$ cat src/rtl/compensation_pe_mc_pkg.sv
// Shared accelerator constants for the compensation PE: default widths and
// lane-slice helpers used by the PE, its lane MAC and the bus interface.
package compensation_pe_mc_pkg;

  localparam int CPE_LANES  = 2;
  localparam int CPE_ACT_W  = 7;
  localparam int CPE_CW_W   = 3;
  localparam int CPE_PSUM_W = CPE_ACT_W + CPE_CW_W + 3;
  localparam int CPE_SAT    = 1;

  // Bit offset of a lane inside a lane-packed bus.
  function automatic int lane_lsb(input int lane, input int width);
    return lane * width;
  endfunction

  // Width of the full-precision product of the expanded activation and weight.
  function automatic int prod_width(input int act_w, input int cw_w);
    return act_w + cw_w + 2;
  endfunction

endpackage

$ cat src/rtl/compensation_pe_mc_if.sv
// Bus bundle for one compensation PE: weight load/forward, activation in/out,
// lane-packed partial sums and status. master = upstream driver, slave = PE.
interface compensation_pe_mc_if
  import compensation_pe_mc_pkg::*;
#(
  parameter int LANES  = CPE_LANES,
  parameter int ACT_W  = CPE_ACT_W,
  parameter int CW_W   = CPE_CW_W,
  parameter int PSUM_W = ACT_W + CW_W + 3
) ();

  logic                    w_load_valid;
  logic [LANES*CW_W-1:0]   w_load_data;
  logic                    w_swap;
  logic                    w_pass_valid;
  logic [LANES*CW_W-1:0]   w_pass_data;
  logic                    act_valid;
  logic [ACT_W-1:0]        act_data;
  logic                    act_out_valid;
  logic [ACT_W-1:0]        act_out;
  logic [LANES*PSUM_W-1:0] psum_in;
  logic [LANES*PSUM_W-1:0] psum_out;
  logic                    cfg_bypass;
  logic                    w_active_valid;
  logic [LANES-1:0]        ovf;

  modport master (
    output w_load_valid, w_load_data, w_swap, act_valid, act_data, psum_in, cfg_bypass,
    input  w_pass_valid, w_pass_data, act_out_valid, act_out, psum_out, w_active_valid, ovf
  );

  modport slave (
    input  w_load_valid, w_load_data, w_swap, act_valid, act_data, psum_in, cfg_bypass,
    output w_pass_valid, w_pass_data, act_out_valid, act_out, psum_out, w_active_valid, ovf
  );

endinterface

$ cat src/rtl/compensation_pe_mc_lane_mac.sv
// One compensation lane: ({act,1} * {w,1}) + psum_in with carry detection.
// Purely combinational; the enclosing PE registers the result and carry.
module cpe_lane_mac
  import compensation_pe_mc_pkg::*;
#(
  parameter int ACT_W  = CPE_ACT_W,
  parameter int CW_W   = CPE_CW_W,
  parameter int PSUM_W = ACT_W + CW_W + 3,
  parameter int SAT    = CPE_SAT
) (
  input  logic [ACT_W-1:0]  act,
  input  logic [CW_W-1:0]   w,
  input  logic [PSUM_W-1:0] psum_in,
  output logic [PSUM_W-1:0] psum_res,
  output logic              carry
);

  localparam int PROD_W = prod_width(ACT_W, CW_W);

  logic [PROD_W-1:0] prod;
  logic [PSUM_W:0]   sum;

  // Stored values drop the implicit LSB of 1; restore it, multiply and accumulate.
  always_comb begin
    prod  = PROD_W'({act, 1'b1}) * PROD_W'({w, 1'b1});
    sum   = {1'b0, psum_in} + (PSUM_W + 1)'(prod);
    carry = sum[PSUM_W];
    if (carry && (SAT != 0)) begin
      psum_res = '1;
    end else begin
      psum_res = sum[PSUM_W-1:0];
    end
  end

endmodule

$ cat src/rtl/compensation_pe_mc.sv
// Multi-lane compensation PE: one shared activation, double-buffered weights.
// psum/act/weight forwards all have 1-cycle latency; no backpressure (streaming).
module compensation_pe_mc
  import compensation_pe_mc_pkg::*;
#(
  parameter int LANES  = CPE_LANES,
  parameter int ACT_W  = CPE_ACT_W,
  parameter int CW_W   = CPE_CW_W,
  parameter int PSUM_W = ACT_W + CW_W + 3,
  parameter int SAT    = CPE_SAT
) (
  input  logic              clk,
  input  logic              rst_n,
  compensation_pe_mc_if.slave io
);

  logic [LANES*CW_W-1:0]   shadow_q, shadow_d;
  logic [LANES*CW_W-1:0]   active_q, active_d;
  logic                    shadow_valid_q, shadow_valid_d;
  logic                    w_active_valid_q, w_active_valid_d;
  logic [LANES-1:0]        ovf_q, ovf_d;
  logic [LANES*PSUM_W-1:0] psum_q, psum_d;
  logic [ACT_W-1:0]        act_out_q, act_out_d;
  logic                    act_out_valid_q, act_out_valid_d;
  logic [LANES*CW_W-1:0]   w_pass_data_q, w_pass_data_d;
  logic                    w_pass_valid_q, w_pass_valid_d;

  logic [LANES*PSUM_W-1:0] lane_res;
  logic [LANES-1:0]        lane_carry;
  logic                    compute;

  // One MAC per lane, all fed from the active bank (never the shadow).
  for (genvar i = 0; i < LANES; i++) begin : g_lane
    cpe_lane_mac #(
      .ACT_W  (ACT_W),
      .CW_W   (CW_W),
      .PSUM_W (PSUM_W),
      .SAT    (SAT)
    ) u_mac (
      .act      (io.act_data),
      .w        (active_q[lane_lsb(i, CW_W) +: CW_W]),
      .psum_in  (io.psum_in[lane_lsb(i, PSUM_W) +: PSUM_W]),
      .psum_res (lane_res[lane_lsb(i, PSUM_W) +: PSUM_W]),
      .carry    (lane_carry[i])
    );
  end

  assign compute = io.act_valid & w_active_valid_q & ~io.cfg_bypass;

  // Next-state: bank management, overflow tracking, psum select and forwards.
  always_comb begin
    shadow_d         = shadow_q;
    active_d         = active_q;
    shadow_valid_d   = shadow_valid_q;
    w_active_valid_d = w_active_valid_q;
    ovf_d            = ovf_q;
    psum_d           = io.psum_in;
    act_out_d        = io.act_data;
    act_out_valid_d  = io.act_valid;
    w_pass_data_d    = io.w_load_data;
    w_pass_valid_d   = io.w_load_valid;

    if (io.w_load_valid) begin
      shadow_d       = io.w_load_data;
      shadow_valid_d = 1'b1;
    end

    // A swap takes the old shadow; a load in the same cycle refills it.
    if (io.w_swap) begin
      ovf_d = '0;
      if (shadow_valid_q) begin
        active_d         = shadow_q;
        w_active_valid_d = 1'b1;
        shadow_valid_d   = io.w_load_valid;
      end
    end

    // This cycle computes with the pre-swap bank; its carries survive a same-cycle clear.
    if (compute) begin
      psum_d = lane_res;
      ovf_d  = ovf_d | lane_carry;
    end
  end

  // State register with asynchronous clear.
  always_ff @(posedge clk or negedge rst_n) begin
    if (!rst_n) begin
      shadow_q         <= '0;
      active_q         <= '0;
      shadow_valid_q   <= 1'b0;
      w_active_valid_q <= 1'b0;
      ovf_q            <= '0;
      psum_q           <= '0;
      act_out_q        <= '0;
      act_out_valid_q  <= 1'b0;
      w_pass_data_q    <= '0;
      w_pass_valid_q   <= 1'b0;
    end else begin
      shadow_q         <= shadow_d;
      active_q         <= active_d;
      shadow_valid_q   <= shadow_valid_d;
      w_active_valid_q <= w_active_valid_d;
      ovf_q            <= ovf_d;
      psum_q           <= psum_d;
      act_out_q        <= act_out_d;
      act_out_valid_q  <= act_out_valid_d;
      w_pass_data_q    <= w_pass_data_d;
      w_pass_valid_q   <= w_pass_valid_d;
    end
  end

  assign io.psum_out       = psum_q;
  assign io.ovf            = ovf_q;
  assign io.w_active_valid = w_active_valid_q;
  assign io.act_out        = act_out_q;
  assign io.act_out_valid  = act_out_valid_q;
  assign io.w_pass_data    = w_pass_data_q;
  assign io.w_pass_valid   = w_pass_valid_q;

endmodule

$ cat src/flat_wrapper.sv
// flat-port wrapper written by rule: the top's interface ports become plain ports
module compensation_pe_mc_flat import compensation_pe_mc_pkg::*;
#(
  parameter int LANES  = CPE_LANES,
  parameter int ACT_W  = CPE_ACT_W,
  parameter int CW_W   = CPE_CW_W,
  parameter int PSUM_W = ACT_W + CW_W + 3,
  parameter int SAT    = CPE_SAT
)
  (clk, rst_n, io_w_load_valid, io_w_load_data, io_w_swap, io_act_valid, io_act_data, io_psum_in, io_cfg_bypass, io_w_pass_valid, io_w_pass_data, io_act_out_valid, io_act_out, io_psum_out, io_w_active_valid, io_ovf);
  compensation_pe_mc_if #(.LANES(LANES), .ACT_W(ACT_W), .CW_W(CW_W), .PSUM_W(PSUM_W)) io_i ();
  input  logic clk;
  input  logic rst_n;
  input wire logic [$bits(io_i.w_load_valid)-1:0] io_w_load_valid;
  input wire logic [$bits(io_i.w_load_data)-1:0] io_w_load_data;
  input wire logic [$bits(io_i.w_swap)-1:0] io_w_swap;
  input wire logic [$bits(io_i.act_valid)-1:0] io_act_valid;
  input wire logic [$bits(io_i.act_data)-1:0] io_act_data;
  input wire logic [$bits(io_i.psum_in)-1:0] io_psum_in;
  input wire logic [$bits(io_i.cfg_bypass)-1:0] io_cfg_bypass;
  output wire logic [$bits(io_i.w_pass_valid)-1:0] io_w_pass_valid;
  output wire logic [$bits(io_i.w_pass_data)-1:0] io_w_pass_data;
  output wire logic [$bits(io_i.act_out_valid)-1:0] io_act_out_valid;
  output wire logic [$bits(io_i.act_out)-1:0] io_act_out;
  output wire logic [$bits(io_i.psum_out)-1:0] io_psum_out;
  output wire logic [$bits(io_i.w_active_valid)-1:0] io_w_active_valid;
  output wire logic [$bits(io_i.ovf)-1:0] io_ovf;
  assign io_i.w_load_valid = io_w_load_valid;
  assign io_i.w_load_data = io_w_load_data;
  assign io_i.w_swap = io_w_swap;
  assign io_i.act_valid = io_act_valid;
  assign io_i.act_data = io_act_data;
  assign io_i.psum_in = io_psum_in;
  assign io_i.cfg_bypass = io_cfg_bypass;
  assign io_w_pass_valid = io_i.w_pass_valid;
  assign io_w_pass_data = io_i.w_pass_data;
  assign io_act_out_valid = io_i.act_out_valid;
  assign io_act_out = io_i.act_out;
  assign io_psum_out = io_i.psum_out;
  assign io_w_active_valid = io_i.w_active_valid;
  assign io_ovf = io_i.ovf;
  compensation_pe_mc #(.LANES(LANES), .ACT_W(ACT_W), .CW_W(CW_W), .PSUM_W(PSUM_W), .SAT(SAT)) u_core (.clk(clk), .rst_n(rst_n), .io(io_i));
endmodule
$ cat config.mk
export PLATFORM = sky130hd
export DESIGN_NAME = compensation_pe_mc_flat
export DESIGN_NICKNAME = d
export VERILOG_FILES = /design/src/rtl/compensation_pe_mc_pkg.sv /design/src/rtl/compensation_pe_mc_if.sv /design/src/rtl/compensation_pe_mc_lane_mac.sv /design/src/rtl/compensation_pe_mc.sv /design/src/flat_wrapper.sv
export SDC_FILE = /design/constraint.sdc
export NUM_CORES = 1
export LEC_CHECK = 0
export CORE_MARGIN = 3
export CORE_UTILIZATION = 50
export DETAILED_ROUTE_END_ITERATION = 7
export PLACE_DENSITY_LB_ADDON = 0.05
export SYNTH_ARGS = -nofsm -noshare
export SYNTH_HDL_FRONTEND = slang
export SYNTH_SLANG_ARGS = --single-unit
export TNS_END_PERCENT = 5
$ cat constraint.sdc
create_clock -name clk -period 5.16 [get_ports clk]
set_input_delay 0.516 -clock clk [delete_from_list [all_inputs] [get_ports clk]]
set_output_delay 0.516 -clock clk [all_outputs]
set_load 0.05 [all_outputs]
After elaboration in Yosys (flattened, before gate mapping)

Index checks and enable logic that the tools add are counted.

Divide/modulo/power cells: 0
Muxes and demuxes: 8
Shift operators: 0
$lt $le $gt $ge: 0
Reductions and logical operators: 1
Equal/unequal tests: 0
Multiply operators: 2
Add/subtract/negate cells: 2
Bitwise gates (word level): 4

Operators by type and width:

| operator                   | count |
|---|---|
| adder 13 x 12 -> 14 bit    | 2 |
| two-way mux 13 bit         | 2 |
| two-way mux 26 bit         | 1 |
| multiplier 8 x 4 -> 12 bit | 2 |
| two-way mux 2 bit          | 2 |
| two-way mux 1 bit          | 3 |
| bitwise AND 1 bit          | 2 |
| OR 2 bit                   | 1 |
| AND reduction 2 bit        | 1 |
| NOT 1 bit                  | 1 |

Output and inout port bits: 44
Memory bits (writable): 0
Input port bits: 45
Bits in latches: 0
Logic and storage cells: 27
Memories: 0
Register bits: 57
Memory bits (read-only): 0

Logic depth before layout (Yosys ltp)

Gate-level depths: netlist (run 1).

Depth after elaboration: 4
Depth in mapped cells: 14
Mapped depth without buffers: 13

Hierarchy

Synthesis (run 1) repeated with hierarchy kept, for this count alone.

Cell total of the unflattened synthesis: 448
Area, all modules: 4848.4 µm²

Modules (own cells, without submodules):

| module             | area each (µm²) | sequential area each (µm²) | cells each | times used |
|---|---|---|---|---|
| cpe_lane_mac       | 1408.9          | 0.0                        | 170        | 2 |
| compensation_pe_mc | 2030.7          | 1426.4                     | 108        | 1 |

Least setup slack after synthesis (run 1)

Ideal clock, no wire load.

Path type: input -> register
Start point: in io_act_data[3]
End point: reg u_core.psum_q[15] (netlist: u_core.io.psum_out[15])
Required time: 5.039 ns
Setup time: 0.121 ns
Path buffers: 1
Slack: 0.935 ns
Arrival time: 4.104 ns
Stages: 14
Cells stage by stage: and2_1 -> fa_1 -> fa_1 -> inv_1 -> fa_1 -> inv_1 -> ha_1 -> a21o_1 -> a221oi_2 -> o21ai_2 -> nor2b_4 -> or4_4 -> buf_6 -> o22a_1

Word-level cells in the longest chain between the ends: 4

RTL lines:

| element                    | line                              | text |
|---|---|---|
| start: declaration         | flat_wrapper.sv:18                | `input wire logic [$bits(io_i.act_data)-1:0] io_act_data;` |
| multiplier 8 x 4 -> 12 bit | compensation_pe_mc_lane_mac.sv:25 | `prod = PROD_W'({act, 1'b1}) * PROD_W'({w, 1'b1});` |
| adder 13 x 12 -> 14 bit    | compensation_pe_mc_lane_mac.sv:26 | `sum = {1'b0, psum_in} + (PSUM_W + 1)'(prod);` |
| two-way mux 13 bit         | compensation_pe_mc_lane_mac.sv:28 | `if (carry && (SAT != 0)) begin` |
| two-way mux 26 bit         | compensation_pe_mc.sv:79          | `if (compute) begin` |
| via u_core.psum_d[15]      | compensation_pe_mc.sv:22          | `logic [LANES*PSUM_W-1:0] psum_q, psum_d;` |
| end signal: assignment     | compensation_pe_mc.sv:104         | `psum_q <= psum_d;` |
| end: declaration           | compensation_pe_mc.sv:22          |  |

The timed path passes the listed nets, and every way through them passes these cells.
A chain may end at the register's enable or synchronous reset.

Worst setup path after layout (run 1)

Start point: in io_act_data[1]
End point: reg u_core.psum_q[13] (netlist: u_core.io.psum_out[13])

Same word-level chain as after synthesis.

==> impl_metrics.ini, run 1 <==
[cells_and_area]
final_area_mm2 = 0.005690
n_antenna_cell = 0
multi_input_area_mm2 = 0.002694
drive_gt1_frac = 0.09677
nNetsFinal = 652
fillers = 704
final_core_util = 0.6723
synthToLayoutAreaGrowth_pct = 27.15
register_area_mm2 = 0.001426
fin_cells = 632

[floorplan]
die_w_um = 100.6
start_util = 0.5288
chipHeight_um = 100.6
design.core.area_mm2 = 0.008464
rows = 33
dieArea_mm2 = 0.01012
ios = 89

[run]
drv_cap = 0

[power]
power_mw = 3.093
peakVddDrop_mv = 0.4013
power.density_mw_per_mm2 = 543.5
cellLeakagePower_nw = 2.771

[timing]
grt_setup_unrepaired = no
finalHoldViolations = 0
fmax_mhz = 213.1
tightestPinTransition_ns = 0.9001
report.final.slew_viol_count = 0
setup-violations-final = 0
fin_worst_skew_ns = 0.006466
tns_ns = 0
relSlewSlack = 0.3999
min_period_ns = 4.692
fin_crit_sh = 0.9093

[yosys]
ys_seq_area_frac = 0.3187
syn_avg_cell_area_um2 = 10.71
ys.flop_type = dfrtp_1
ys_types = 46
async_reset_ff_frac = 1.000
synth_nets = 548
ys.warnings.count = 0
syn-cell-area_mm2 = 0.004476
syn_inst = 418
synth_seq_cells = 57
synth_edf_count = 0

[setup_path]
crit_slowest_cell = or4_4
cp.required_ns = 5.39
criticalPathCategory = in -> reg
crit_fanout = 12
start_kind = input port
timing.critical_path.mode_cell = fa_1
cp_cell_sequence = clkdlybuf4s50_1 > ha_1 > fa_1 > fa_1 > inv_1 > fa_1 > inv_1 > ha_1 > a21o_1 > a221oi_2 > o21ai_2 > nor2b_4 > or4_4 > mux2_2
cp.arrival_ns = 4.92
cp-end-kind = flop
max_stage_delay_ns = 0.61

[placed_design]
dp_cells = 616
gp_congestion = 0.8819
io_buffers = 88
dpl_cell_area_mm2 = 0.005518
detailed_place_hpwl_um = 7560

[global_route]
grt_start_max_net_pins = 58
track_usage = 0.2018
antenna_found_initial = 0
grt_pass1_vias = 3488
overflow = 0
grt_first_pass_wirelength_um = 16190

[clock_tree]
cts_hold_buffers = 0
post_cts_resized = 0
clk_path_buf_depth = 2
cts_sinks = 57
clk_latency_ns = 0.34
clk_pin_slew_ns = 0.07
cts_tree = done
cts_made_buffers = 9
cts_root_buffer = clkbuf_8
post_cts_buffers = 0
htreeDepth = 3

[routing]
ant_nets = 0
drt-pass1-iter-count = 4
wl_per_cell_um = 15.05
route.detailed.drc = 0
num_vias = 3259
drtIter0Drc = 67
wl_um = 9509
detail_route.vias_per_cell = 5.157

[run_status]
status = complete, no violations

[hold_path]
hold_path_class = in -> async
-- registers in the layout (all words and copies together) (netlist names) --
signal	flops
u_core.active_q	6
u_core.io.act_out	7
u_core.io.act_out_valid	1
u_core.io.ovf	2
u_core.io.psum_out	26
u_core.io.w_active_valid	1
u_core.io.w_pass_data	6
u_core.io.w_pass_valid	1
u_core.shadow_q	6
u_core.shadow_valid_q	1
-- layer usage --
metal  vias to the layer above  routed length [um]  track usage
li1                       1577                   -            -
met1                      1598                4151       0.2571
met2                        72                4840       0.3443
met3                        12                 374      0.03322
met4                         0                 143      0.07565
met5                         -                   0            0
-- final cells by class --
type / count / area share
Sequential cell: 57 / 0.2507
Multi-Input combinational cell: 273 / 0.4734
Tap cell: 105 / 0.02309
Inverter: 82 / 0.05409
Timing Repair Buffer: 99 / 0.1684
Clock inverter: 5 / 0.005497
Clock buffer: 11 / 0.02485
-- critical path, delay by kind of cell --
family	cells	cell delay, ns
simple gates	2	0.76
fa+ha+maj	5	2.02
buf+inv	3	0.61
mux	1	0.29
compound gates	3	0.71
-- cells by family (layout without fill, tap and decap cells) --
logic type / count (synthesis) / after routing / share of synthesized area
AOI/OAI and AO/OA: 69 / 69 / 0.1138
xor gates and xnor gates: 16 / 16 / 0.03131
DFF: 57 / 57 / 0.3187
adders and majority gates: 85 / 85 / 0.3064
buffers and inverters: 88 / 197 / 0.07940
and+or+nand+nor: 88 / 88 / 0.1127
muxes: 15 / 15 / 0.03774
-- cells in the mapped netlist (4+ instances only) --
cell	number	area share
xnor2_1	12	0.023
a31oi_1	8	0.011
a21o_1	9	0.015
nor2_1	12	0.010
fa_1	41	0.18
nor3_1	6	0.0067
a21oi_1	18	0.020
inv_1	82	0.069
dfrtp_1	57	0.32
and2_1	42	0.059
o22a_1	5	0.0098
nand2_1	9	0.0075
ha_1	44	0.12
mux2_2	15	0.038
xor2_1	4	0.0078
a2bb2oi_1	9	0.018
-- report_power, final --
group	internal (mW)	switching, mW
Sequential	0.534	0.0462
Clock	0.186	0.191
Combinational	0.956	1.18
Total	1.68	1.42
-- path summary, 6_finish.rpt --
kind,slack (ns),start,to,cells past startpoint
min reg2reg,0.48,u_core.shadow_valid_q,u_core.shadow_valid_q,1
max,0.47,io_act_data[1],u_core.io.psum_out[13],14
min in group clk,0.48,u_core.shadow_valid_q,u_core.shadow_valid_q,1
max reg2reg,0.71,u_core.active_q[4],u_core.io.psum_out[13],13
min,0.31,rst_n,u_core.io.psum_out[9],2
max in group asynchronous,4.36,rst_n,u_core.shadow_q[3],2
-- placed cells by master, fill, tap and decap left out, types with 3 or more instances in the layout --
cell / count
clkinv_2: 3
nand2_1: 9
nor2_1: 12
nand3_1: 3
and2_1: 42
fa_1: 41
a31oi_1: 8
xnor2_1: 12
clkbuf_8: 10
a2bb2oi_1: 9
xor2_1: 4
o2bb2ai_1: 3
a21o_1: 9
ha_1: 44
inv_1: 82
mux2_2: 15
dfrtp_1: 57
a21oi_1: 18
o22a_1: 5
clkdlybuf4s50_1: 87
nor3_1: 6
buf_4: 11
nand4_1: 3
-- per-stage QoR --
step / setup slack [ns] / hold WS, ns
final: 0.4682 / 0.3127
after global routing: 0.2464 / 0.3557
after CTS: 0.4714 / 0.3239
after detailed placement: 0.08025 / 0.4692
after global placement: 0.1791 / 0.4622
after floorplan: 0.9351 / 0.2204
Power figures use the tool's default switching activity.
==> run 2: changes to the inputs <==
==> constraint.sdc (replaced) <==
create_clock -name clk -period 5.16 [get_ports clk]
set_input_delay 0.516 -clock clk [delete_from_list [all_inputs] [get_ports clk]]
set_output_delay 0.516 -clock clk [all_outputs]
set_load 0.005 [all_outputs]
==> results of run 2 <==
The final DEF is identical to that of run 1. Status: complete, no violations.
Main changes from that run: total power 3.093 mW -> 2.833 mW; worst IR drop on VDD 0.4013 mV -> 0.3449 mV
